==> config.mk <==
export PLATFORM = sky130hd
export DESIGN_NAME = muldiv_ctrl
export DESIGN_NICKNAME = d
export VERILOG_FILES = /design/src/rtl/md_pkg.sv /design/src/rtl/muldiv_step.sv /design/src/rtl/muldiv_ctrl.sv
export SDC_FILE = /design/constraint.sdc
export NUM_CORES = 1
export LEC_CHECK = 0
export CAP_MARGIN = 20
export CORE_ASPECT_RATIO = 0.5
export CORE_UTILIZATION = 40
export DETAILED_ROUTE_END_ITERATION = 8
export SETUP_SLACK_MARGIN = 0.2
export SYNTH_ARGS = -nofsm -noshare
export SYNTH_HDL_FRONTEND = slang
export SYNTH_SLANG_ARGS = --single-unit
==> constraint.sdc <==
create_clock -name clk -period 8 [get_ports clk]
set_input_delay 0.8 -clock clk [delete_from_list [all_inputs] [get_ports clk]]
set_output_delay 0.8 -clock clk [all_outputs]
set_load 0.005 [all_outputs]
==> src/rtl/md_pkg.sv <==
// Shared opcode, state and constant definitions for the multiply/divide sequencer.
// The decoder/control unit imports this package so that both sides use the same op encoding.
package md_pkg;

  typedef enum logic [2:0] {
    MD_MULT  = 3'd0,
    MD_MULTU = 3'd1,
    MD_DIV   = 3'd2,
    MD_DIVU  = 3'd3,
    MD_MTHI  = 3'd4,
    MD_MTLO  = 3'd5
  } md_op_t;

  typedef enum logic [1:0] {
    IDLE = 2'd0,
    CALC = 2'd1,
    FIX  = 2'd2
  } md_state_t;

  // Wide enough for any supported XLEN; users take the low XLEN bits.
  localparam int unsigned MD_XLEN_MAX = 64;
  localparam logic [MD_XLEN_MAX-1:0] MD_DIV0_LO = '1;

endpackage

==> src/rtl/muldiv_step.sv <==
// One iteration of the shared datapath: shift-add multiply (mode=0) or
// restoring shift-subtract divide (mode=1). Purely combinational.
module muldiv_step #(
  parameter int unsigned XLEN = 32
) (
  input  logic            mode,
  input  logic [XLEN:0]   acc_hi,
  input  logic [XLEN-1:0] acc_lo,
  input  logic [XLEN-1:0] opnd,
  output logic [XLEN:0]   nxt_hi,
  output logic [XLEN-1:0] nxt_lo
);

  logic [XLEN-1:0] addend;
  logic [XLEN:0]   sum;
  logic [XLEN:0]   shifted;
  logic [XLEN:0]   diff;

  always_comb begin
    addend  = acc_lo[0] ? opnd : '0;
    sum     = acc_hi + {1'b0, addend};
    shifted = {acc_hi[XLEN-1:0], acc_lo[XLEN-1]};
    diff    = shifted - {1'b0, opnd};
    nxt_hi  = '0;
    nxt_lo  = '0;
    if (!mode) begin
      // Multiplier bits leave acc_lo from the bottom as product bits enter from the top.
      nxt_hi = {1'b0, sum[XLEN:1]};
      nxt_lo = {sum[0], acc_lo[XLEN-1:1]};
    end else if (!diff[XLEN]) begin
      nxt_hi = diff;
      nxt_lo = {acc_lo[XLEN-2:0], 1'b1};
    end else begin
      nxt_hi = shifted;
      nxt_lo = {acc_lo[XLEN-2:0], 1'b0};
    end
  end

endmodule

==> src/rtl/muldiv_ctrl.sv <==
// Iterative multiply/divide sequencer owning HI/LO; raises busy while an
// operation is in flight so the hazard unit can stall the pipeline.
module muldiv_ctrl
  import md_pkg::*;
#(
  parameter int unsigned XLEN = 32
) (
  input  logic            clk,
  input  logic            reset_n,
  input  logic            start,
  input  logic [2:0]      op,
  input  logic [XLEN-1:0] a,
  input  logic [XLEN-1:0] b,
  input  logic            abort,
  output logic            busy,
  output logic            done,
  output logic [XLEN-1:0] hi,
  output logic [XLEN-1:0] lo
);

  localparam int unsigned CW = $clog2(XLEN);
  localparam logic [CW-1:0] LAST = CW'(XLEN - 1);

  md_state_t       state, state_nxt;
  md_op_t          op_e;
  logic [CW-1:0]   cnt;
  logic [XLEN:0]   acc_hi;
  logic [XLEN-1:0] acc_lo;
  logic [XLEN-1:0] opnd;
  logic            sgn, sa, sb, is_div, div0;

  logic            go, go_md, ld_sgn, ld_sa, ld_sb, ld_div0;
  logic [XLEN-1:0] ma, mb;
  logic [XLEN:0]   nxt_hi;
  logic [XLEN-1:0] nxt_lo;
  logic [2*XLEN-1:0] prod_mag, prod;
  logic [XLEN-1:0] quot, rem;
  logic            neg_res;

  // Request decode and operand magnitudes for the load edge.
  always_comb begin
    op_e    = md_op_t'(op);
    go      = (state == IDLE) && start && !abort;
    go_md   = go && !op[2];
    ld_sgn  = !op[0];
    ld_sa   = ld_sgn && a[XLEN-1];
    ld_sb   = ld_sgn && b[XLEN-1];
    ld_div0 = op[1] && (b == '0);
    ma      = ld_sa ? -a : a;
    mb      = ld_sb ? -b : b;
  end

  muldiv_step #(.XLEN(XLEN)) u_step (
    .mode   (is_div),
    .acc_hi (acc_hi),
    .acc_lo (acc_lo),
    .opnd   (opnd),
    .nxt_hi (nxt_hi),
    .nxt_lo (nxt_lo)
  );

  // Sign fixup of the finished magnitudes.
  always_comb begin
    neg_res  = sgn && (sa ^ sb);
    prod_mag = {acc_hi[XLEN-1:0], acc_lo};
    prod     = neg_res ? -prod_mag : prod_mag;
    quot     = neg_res ? -acc_lo : acc_lo;
    rem      = (sgn && sa) ? -acc_hi[XLEN-1:0] : acc_hi[XLEN-1:0];
  end

  always_ff @(posedge clk or negedge reset_n) begin
    if (!reset_n) state <= IDLE;
    else          state <= state_nxt;
  end

  always_comb begin
    state_nxt = state;
    case (state)
      IDLE: if (go_md) state_nxt = ld_div0 ? FIX : CALC;
      CALC: begin
        if (abort)             state_nxt = IDLE;
        else if (cnt == LAST)  state_nxt = FIX;
      end
      FIX:     state_nxt = IDLE;
      default: state_nxt = IDLE;
    endcase
  end

  always_comb begin
    busy = (state != IDLE);
    done = (state == FIX) && !abort;
  end

  always_ff @(posedge clk or negedge reset_n) begin
    if (!reset_n) begin
      hi     <= '0;
      lo     <= '0;
      cnt    <= '0;
      acc_hi <= '0;
      acc_lo <= '0;
      opnd   <= '0;
      sgn    <= 1'b0;
      sa     <= 1'b0;
      sb     <= 1'b0;
      is_div <= 1'b0;
      div0   <= 1'b0;
    end else begin
      case (state)
        IDLE: if (go) begin
          case (op_e)
            MD_MTHI: hi <= a;
            MD_MTLO: lo <= a;
            MD_MULT, MD_MULTU, MD_DIV, MD_DIVU: begin
              sgn    <= ld_sgn;
              sa     <= ld_sa;
              sb     <= ld_sb;
              is_div <= op[1];
              div0   <= ld_div0;
              cnt    <= '0;
              acc_hi <= '0;
              // Divide-by-zero keeps the raw dividend so FIX can return it in HI.
              acc_lo <= ld_div0 ? a : (op[1] ? ma : mb);
              opnd   <= op[1] ? mb : ma;
            end
            default: ;
          endcase
        end
        CALC: if (!abort) begin
          acc_hi <= nxt_hi;
          acc_lo <= nxt_lo;
          if (cnt != LAST) cnt <= cnt + 1'b1;
        end
        FIX: if (!abort) begin
          if (div0) begin
            hi <= acc_lo;
            lo <= MD_DIV0_LO[XLEN-1:0];
          end else if (is_div) begin
            hi <= rem;
            lo <= quot;
          end else begin
            hi <= prod[2*XLEN-1:XLEN];
            lo <= prod[XLEN-1:0];
          end
        end
        default: ;
      endcase
    end
  end

endmodule

# Yosys cells after proc, flatten, opt, wreduce, memory -nomap -nowiden
# Index checks and enable logic that the tools add are counted.
[totals] wordCells=107 regBits=173 output_inout_bits=66
[op_classes] mux=43 n_eq_ne=18 bitwise_logic=1 n_reduce_logical=25 n_addsub=8
[op_table] op="2-to-1 mux 32 bit" n=22
[op_table] op="one-hot mux 32 bit (2 select lines)" n=3
[op_table] op="2-to-1 mux 33 bit" n=5
[op_table] op="negator 32 bit" n=4
[op_table] op="one-hot mux 33 bit (2 select lines)" n=1
[op_table] op="2-to-1 mux 64 bit" n=1
[op_table] op="negator 64 bit" n=1
[op_table] op="adder 33 x 32 -> 33 bit" n=1
[op_table] op="subtractor 33 x 32 -> 33 bit" n=1
[op_table] op="logical NOT 32 bit" n=1
[op_table] op="2-to-1 mux 5 bit" n=4
[op_table] op="AND reduction 4 bit" n=3
[op_table] op="inequality test 2 bit (second input constant)" n=5
[op_table] op="one-hot mux 5 bit (2 select lines)" n=1
[op_table] op="logical AND 1 bit" n=9
[op_table] op="2-to-1 mux 2 bit" n=4
[op_table] op="== test 3 x 2 -> 1 bit (second input constant)" n=2
[op_table] op="== test 3 bit (second input constant)" n=2
[op_table] op="inequality test 2 x 1 -> 1 bit (second input constant)" n=3
[op_table] op="nonzero test 2 bit" n=3
[op_table] op="adder 5 x 1 -> 5 bit (second input constant)" n=1
[op_table] op="== test 5 bit (second input constant)" n=1
[op_table] op="inequality test 5 bit (second input constant)" n=1
[op_table] op="AND reduction 5 bit" n=1
[op_table] op="other kinds (13)" n=15

# Logic depth before layout (Yosys ltp)
[depth] word_depth=8 ltp_mapped=21 mapped_depth_nobuf=20

# By module
# A second synthesis with hierarchy kept.
[unflattened] cells_unflattened=2138 hier_area_um2=16402.0
[modules_own_cells] module="muldiv_ctrl" cells_each=1479 area_each_um2=11726.2 seq_area_each_um2=4329.2 n_inst=1
[modules_own_cells] module="muldiv_step" cells_each=659 area_each_um2=4675.7 seq_area_each_um2=0.0 n_inst=1

# Least setup slack after synthesis
# No wires, ideal clock.
[synth_path] path_type="register -> register" startpoint="register acc_lo[31]" endpoint="register acc_hi[21]" t_required_ps=7866 setup_slack_ps=4173 t_arrival_ps=3692 path_stages_with_launch=19 path_buffers=3 path_cell_list="dfrtp_1 > inv_1 > ha_1 > fa_1 > nand2b_1 > a21oi_1 > o21ai_0 > a31oi_1 > nand3_1 > a31o_2 > nor2b_1 > o21ai_0 > nand2b_1 > ha_1 > clkbuf_1 > clkbuf_1 > clkbuf_1 > mux2i_1 > o211ai_1"
[synth_via] elab_chain_len=5
[synth_rtl] item="from (decl)" line="muldiv_ctrl.sv:28" text="logic [XLEN-1:0] acc_lo;"
[synth_rtl] item="from (signal assigned)" line="muldiv_ctrl.sv:122" text="acc_lo <= ld_div0 ? a : (op[1] ? ma : mb);"
[synth_rtl] item="from (signal assigned)" line="muldiv_ctrl.sv:130" text="acc_lo <= nxt_lo;"
[synth_rtl] item="subtractor 33 x 32 -> 33 bit" line="muldiv_step.sv:23" text="diff = shifted - {1'b0, opnd};"
[synth_rtl] item="2-to-1 mux 33 bit" line="muldiv_step.sv:30" text="end else if (!diff[XLEN]) begin"
[synth_rtl] item="2-to-1 mux 33 bit" line="muldiv_step.sv:26" text="if (!mode) begin"
[synth_rtl] item="2-to-1 mux 33 bit" line="muldiv_ctrl.sv:128" text="CALC: if (!abort) begin"
[synth_rtl] item="one-hot mux 33 bit (2 select lines)" line="muldiv_ctrl.sv:108" text="case (state)"
[synth_rtl] item="to (signal assigned)" line="muldiv_ctrl.sv:129" text="acc_hi <= nxt_hi;"
[synth_rtl] item="to (decl)" line="muldiv_ctrl.sv:27" text="logic [XLEN:0] acc_hi;"
# Every way passes these cells. The select of a mux whose other input is x is not followed.
# A chain may end at the register's enable or synchronous reset.

# Worst setup path after layout
[layout_path] startpoint="register acc_lo[31]" endpoint="register acc_hi[31]"
# Same word-level chain as after synthesis.

==> results <==
- In this run the deepest clock path goes through 2 buffers.
- The clock period minus worst slack is about 4900 ps.
- The tightest slew margin relative to the limit is 0.205.
- The hold violation count in the final report is 0.
- In this run the critical register-to-register path is captured at acc_hi[31]$_DFFE_PN0P_.
- Of the total synthesized cell area, the portion taken by full adders, half adders and majority gates is 0.0590.
- The max-capacitance violation count is 0.
- Summed over all nets, the half-perimeter wirelength after detailed placement is about 46 mm.
- The total area inside the core boundary comes to ~0.038 mm2.
- CTS built an H-tree with a depth of 4.
- Entering global routing, the biggest net connects about 110 pins.
- Among cell families on the critical path, the largest total delay comes from compound AO/OA/AOI/OAI gates.
- Dividing the detail-routed wire length by the instance count gives 23.8 um.
- The worst hold margin is 356 ps.
- The number of global-route vias before repair is 14464.
- The worst setup path is launched from a flip-flop.
- Hold repair after CTS inserted 0 buffers.
- The register bit count reported by yosys is 173.
- In the final design database the tool counted approximately 2200 nets.
- Of the cells placed in the final design, the portion with a size suffix greater than 1 is 0.0542.
- At the worst endpoint, the required time is between 8000 and 9000 ps.
- The number of cells on the worst reg-to-reg path is 17.
- Of the total synthesized cell area, the portion taken by AND, OR, NAND and NOR gates is 0.211.
- The count of nets left with antenna violations once routing finished came out at 0.
- The slowest stage of the critical path belongs to the cell ha_1.
- The area growth from synthesis to layout is 14.4%.
- The worst hold path belongs to the class primary input to async pin.
- The total of endpoints with negative setup slack in the final report is 0.
- The initial antenna violation count came to 6.
- Summed over all layers, the routed wires come to 62.1 mm.
- The combinational family with the most area after synthesis is compound AO/OA/AOI/OAI gates.
- In the post-route analysis, the smallest setup slack over all paths is between 3000 and 4000 ps.
- The reg2reg setup slack is ~3000 ps.
- The die is between 200 and 300 um wide.
- The initial utilization of the core area, before any placement, comes to 0.413.
- The run finished with clean final reports.
- The CTS tree is done.
- In this run the static leakage power is 7.46 nW.
- The fraction of the mapped netlist area in compound gates is 0.266.
- The category of the critical setup timing path is flip-flop to flip-flop.
- Dividing the final minimum period by the clock period gives 0.619.
- The signal on the critical path passes through inv_1, ha_1, fa_1, nand2b_1, a21oi_1, o21ai_0, a31oi_1, nand3_1, a31o_2, nor2b_1, o21ai_0, nand2b_1, ha_1, inv_1, or4b_1, and4b_1, a311oi_1.
- Before CTS, the worst setup slack after placement is 3150 ps.
- Setup repair after global routing left no endpoint under its margin.
- The number of resized instances in the post-cts repair step is 0.
- The total number of yosys warnings is 0.
- The critical path's largest stage delay is around 610 ps.
- During I/O placement, the number of pins put on the boundary was 137.
- Across the whole layout, storage elements account for 0.00433 mm2.
- The number of post-CTS setup repair buffers is 0.
- The number of buffer and inverter stages on the critical path is 2.
- Clock skew on the completed layout was measured at about 17 ps.
- The number of placement rows is 50.
- The worst-case IR drop observed on VDD is 0.144 mV.
- The critical path runs through a total of 17 cells.
- The number of clock buffers added by TritonCTS is 17.
- The final estimated routing congestion in global placement is 0.953.
- The die covers roughly 0.040 mm2.
- The mean instance size in the synthesized netlist is between 7 and 8 um2.
- STA classifies the critical path endpoint as a flip-flop.
- The proportion of synthesized area in mux cells is 0.0328.
- The number of nets in the synthesized netlist is about 2200.
- The number of sinks driven by the clock tree is between 150 and 200.
- The number of fill cells is between 3000 and 4000.
- The synthesized netlist cell count is 2042.
- The startpoint of the worst register-to-register path is acc_lo[31]$_DFFE_PN0P_.
- At the pin with the least slew margin, the transition time is approximately 1200 ps.
- For this run, the register share of the synthesized area comes to 0.275.
- The synthesized-area fraction occupied by xor and xnor cells is 0.103.
- The cell area after technology mapping is 0.0157 mm2.
- The number of pins exceeding their max-slew limit in the final report is 0.
- The detailed router finished its first iteration with 1969 violations.
- The final route contains between 15000 and 20000 vias.
- The upper clock frequency limit is roughly 0.2 GHz.
- Clock tree synthesis selected as its root buffer the cell clkbuf_16.
- The die extent in y is 142 um.
- Dividing the detail-routed via count by the number of cells gives about 6.2.
- The synthesized netlist contains 87 unique library cells.
- The leading register cell type out of synthesis is dfrtp_1.
- The final global-route overflow total is 0.
- The clock edge transition at the registers on the reported setup and hold paths is roughly 80 ps.
- Across every metal layer, demand over resource in global routing totals 0.306.
- The number of enable flip-flop cells after synthesis is 0.
- The summed negative setup slack over all endpoints is 0 ps.
- For this run, design rule violations remaining after detail routing come to 0.
- The data arrival time of the critical path is roughly 5300 ps.
- After synthesis, the share of flip-flops with an asynchronous set or reset is 1.00.
- The total iterations of the first detailed-routing run is 6.
- The largest fanout on the critical path is 20.
- The first-pass GRT wire length is about 92 mm.
- The antenna diode instance count is 0.
- In the final layout, the multi-input gates occupy approximately 0.011 mm2.
- In this run the power density over the cells is ~300 mW/mm2.
- At the later pin of the worst-skew pair, clock insertion delay measures 470 ps.
- In this run the tool buffered the top-level ports with 136 buffer cells.
## layer usage
layer  wire length, um  global-route usage  vias to the layer above  share of wire
li1                  -                   -                     7460              -
met1             28100               0.453                     7865           0.45
met2             26500               0.442                      807           0.43
met3              5850              0.0581                       97          0.094
met4              1660              0.0950                        2          0.027
met5                13                   0                        -        0.00021
## power by group
group	total, mW	internal, mW	switching, mW
Combinational	2.95	1.21	1.74
Clock	0.874	0.450	0.424
Sequential	1.54	1.10	0.441
Total	5.36	2.75	2.61
## worst max path at each step
stage	slack, ps	endpoint	startpoint
3_5_place_dp	3150	acc_hi[31]$_DFFE_PN0P_	acc_lo[31]$_DFFE_PN0P_
6_report	3050	acc_hi[31]$_DFFE_PN0P_	acc_lo[31]$_DFFE_PN0P_
5_1_grt	2810	acc_hi[31]$_DFFE_PN0P_	acc_lo[31]$_DFFE_PN0P_
3_3_place_gp	3240	acc_hi[31]$_DFFE_PN0P_	acc_lo[31]$_DFFE_PN0P_
4_1_cts	3130	acc_hi[31]$_DFFE_PN0P_	acc_lo[31]$_DFFE_PN0P_
2_1_floorplan	4170	acc_hi[21]$_DFFE_PN0P_	acc_lo[31]$_DFFE_PN0P_
## registers in the layout, summed over array words and instances, names as in the netlist
| name | flops |
|---|---|
| cnt | 5 |
| is_div | 1 |
| sa | 1 |
| acc_lo | 32 |
| div0 | 1 |
| acc_hi | 33 |
| state | 2 |
| sgn | 1 |
| sb | 1 |
| lo | 32 |
| opnd | 32 |
| hi | 32 |
## worst reg2reg max path, cell delays in order (launching register included)
cell and delay [ps]:
dfrtp_1 410, inv_1 110, ha_1 250, fa_1 400, nand2b_1 200, a21oi_1 270
o21ai_0 210, a31oi_1 440, nand3_1 140, a31o_2 240, nor2b_1 100, o21ai_0 70
nand2b_1 80, ha_1 610, inv_1 340, or4b_1 570, and4b_1 220, a311oi_1 190
## cells in the final DEF (no fill, tap or decap), types with 18 or more instances in the layout
master and instances:
dfrtp_1 172, clkdlybuf4s50_1 134, and3_1 30, a31oi_1 28, buf_4 24, xor2_1 87
o22ai_1 32, a21oi_1 182, a221oi_1 23, or3_1 37, nor2_1 179, a21o_1 26
o211ai_1 23, nand2_1 178, xnor2_1 96, mux2i_1 47, nand3_1 46, inv_1 65
o31ai_1 18, nor3_1 62, nand2b_1 22, ha_1 71, o21ai_0 226
## final cells by class
| type | instances | area share |
|---|---|---|
| sequential | 173 | 0.241 |
| clock buffer | 18 | 0.0244 |
| clock inverter | 14 | 0.00841 |
| multi-input combinational | 1654 | 0.590 |
| timing repair buffer | 161 | 0.0864 |
| tap | 520 | 0.0362 |
| inverter | 66 | 0.0138 |
## metrics by stage
step / cells / utilization / instance area [um2] / power [mW]
after global placement: 2573 / 0.457 / 17400 / 4.39
after CTS: 2605 / 0.473 / 18000 / 5.28
after detailed placement: 2573 / 0.457 / 17400 / 4.41
after global routing: 2606 / 0.473 / 18000 / 5.68
after floorplan: 2042 / - / 15700 / 3.42
final: 2606 / 0.473 / 18000 / 5.36
## synth_stat cells (all sizes together), types with 5 or more instances
master | instances | share of area
dfrtp | 173 | 0.28
a221o | 13 | 0.0083
nand2 | 180 | 0.044
buf | 25 | 0.0080
nor3b | 7 | 0.0033
nor3 | 65 | 0.022
or2 | 6 | 0.0024
nor4 | 15 | 0.0096
xor2 | 87 | 0.048
mux2i | 47 | 0.030
a311oi | 5 | 0.0028
and2 | 11 | 0.0044
a21o | 26 | 0.012
nor2b | 15 | 0.0060
inv | 65 | 0.016
o22ai | 33 | 0.013
clkbuf | 124 | 0.030
a211oi | 15 | 0.0072
a31o | 7 | 0.0039
a21oi | 183 | 0.058
nand2b | 22 | 0.0088
a22o | 8 | 0.0045
or4 | 8 | 0.0045
o211ai | 24 | 0.012
o41ai | 6 | 0.0033
nand4 | 8 | 0.0032
or3 | 39 | 0.016
nand3b | 6 | 0.0029
ha | 71 | 0.056
o221ai | 10 | 0.0056
nand3 | 47 | 0.015
a31oi | 29 | 0.012
a221oi | 23 | 0.013
and3 | 30 | 0.012
nor2 | 186 | 0.045
o21ai | 242 | 0.077
o31ai | 23 | 0.014
xnor2 | 97 | 0.054
## logic make-up (layout without fill, tap and decap cells)
group                      Yosys count  after routing
AOI/OAI and AO/OA                  682            682
and+or+nand+nor                    664            664
buffers and inverters              215            259
xor gates and xnor gates           184            184
DFF                                173            173
adders and majority gates           73             73
muxes                               51             51
(Power assumes the default switching activity.)
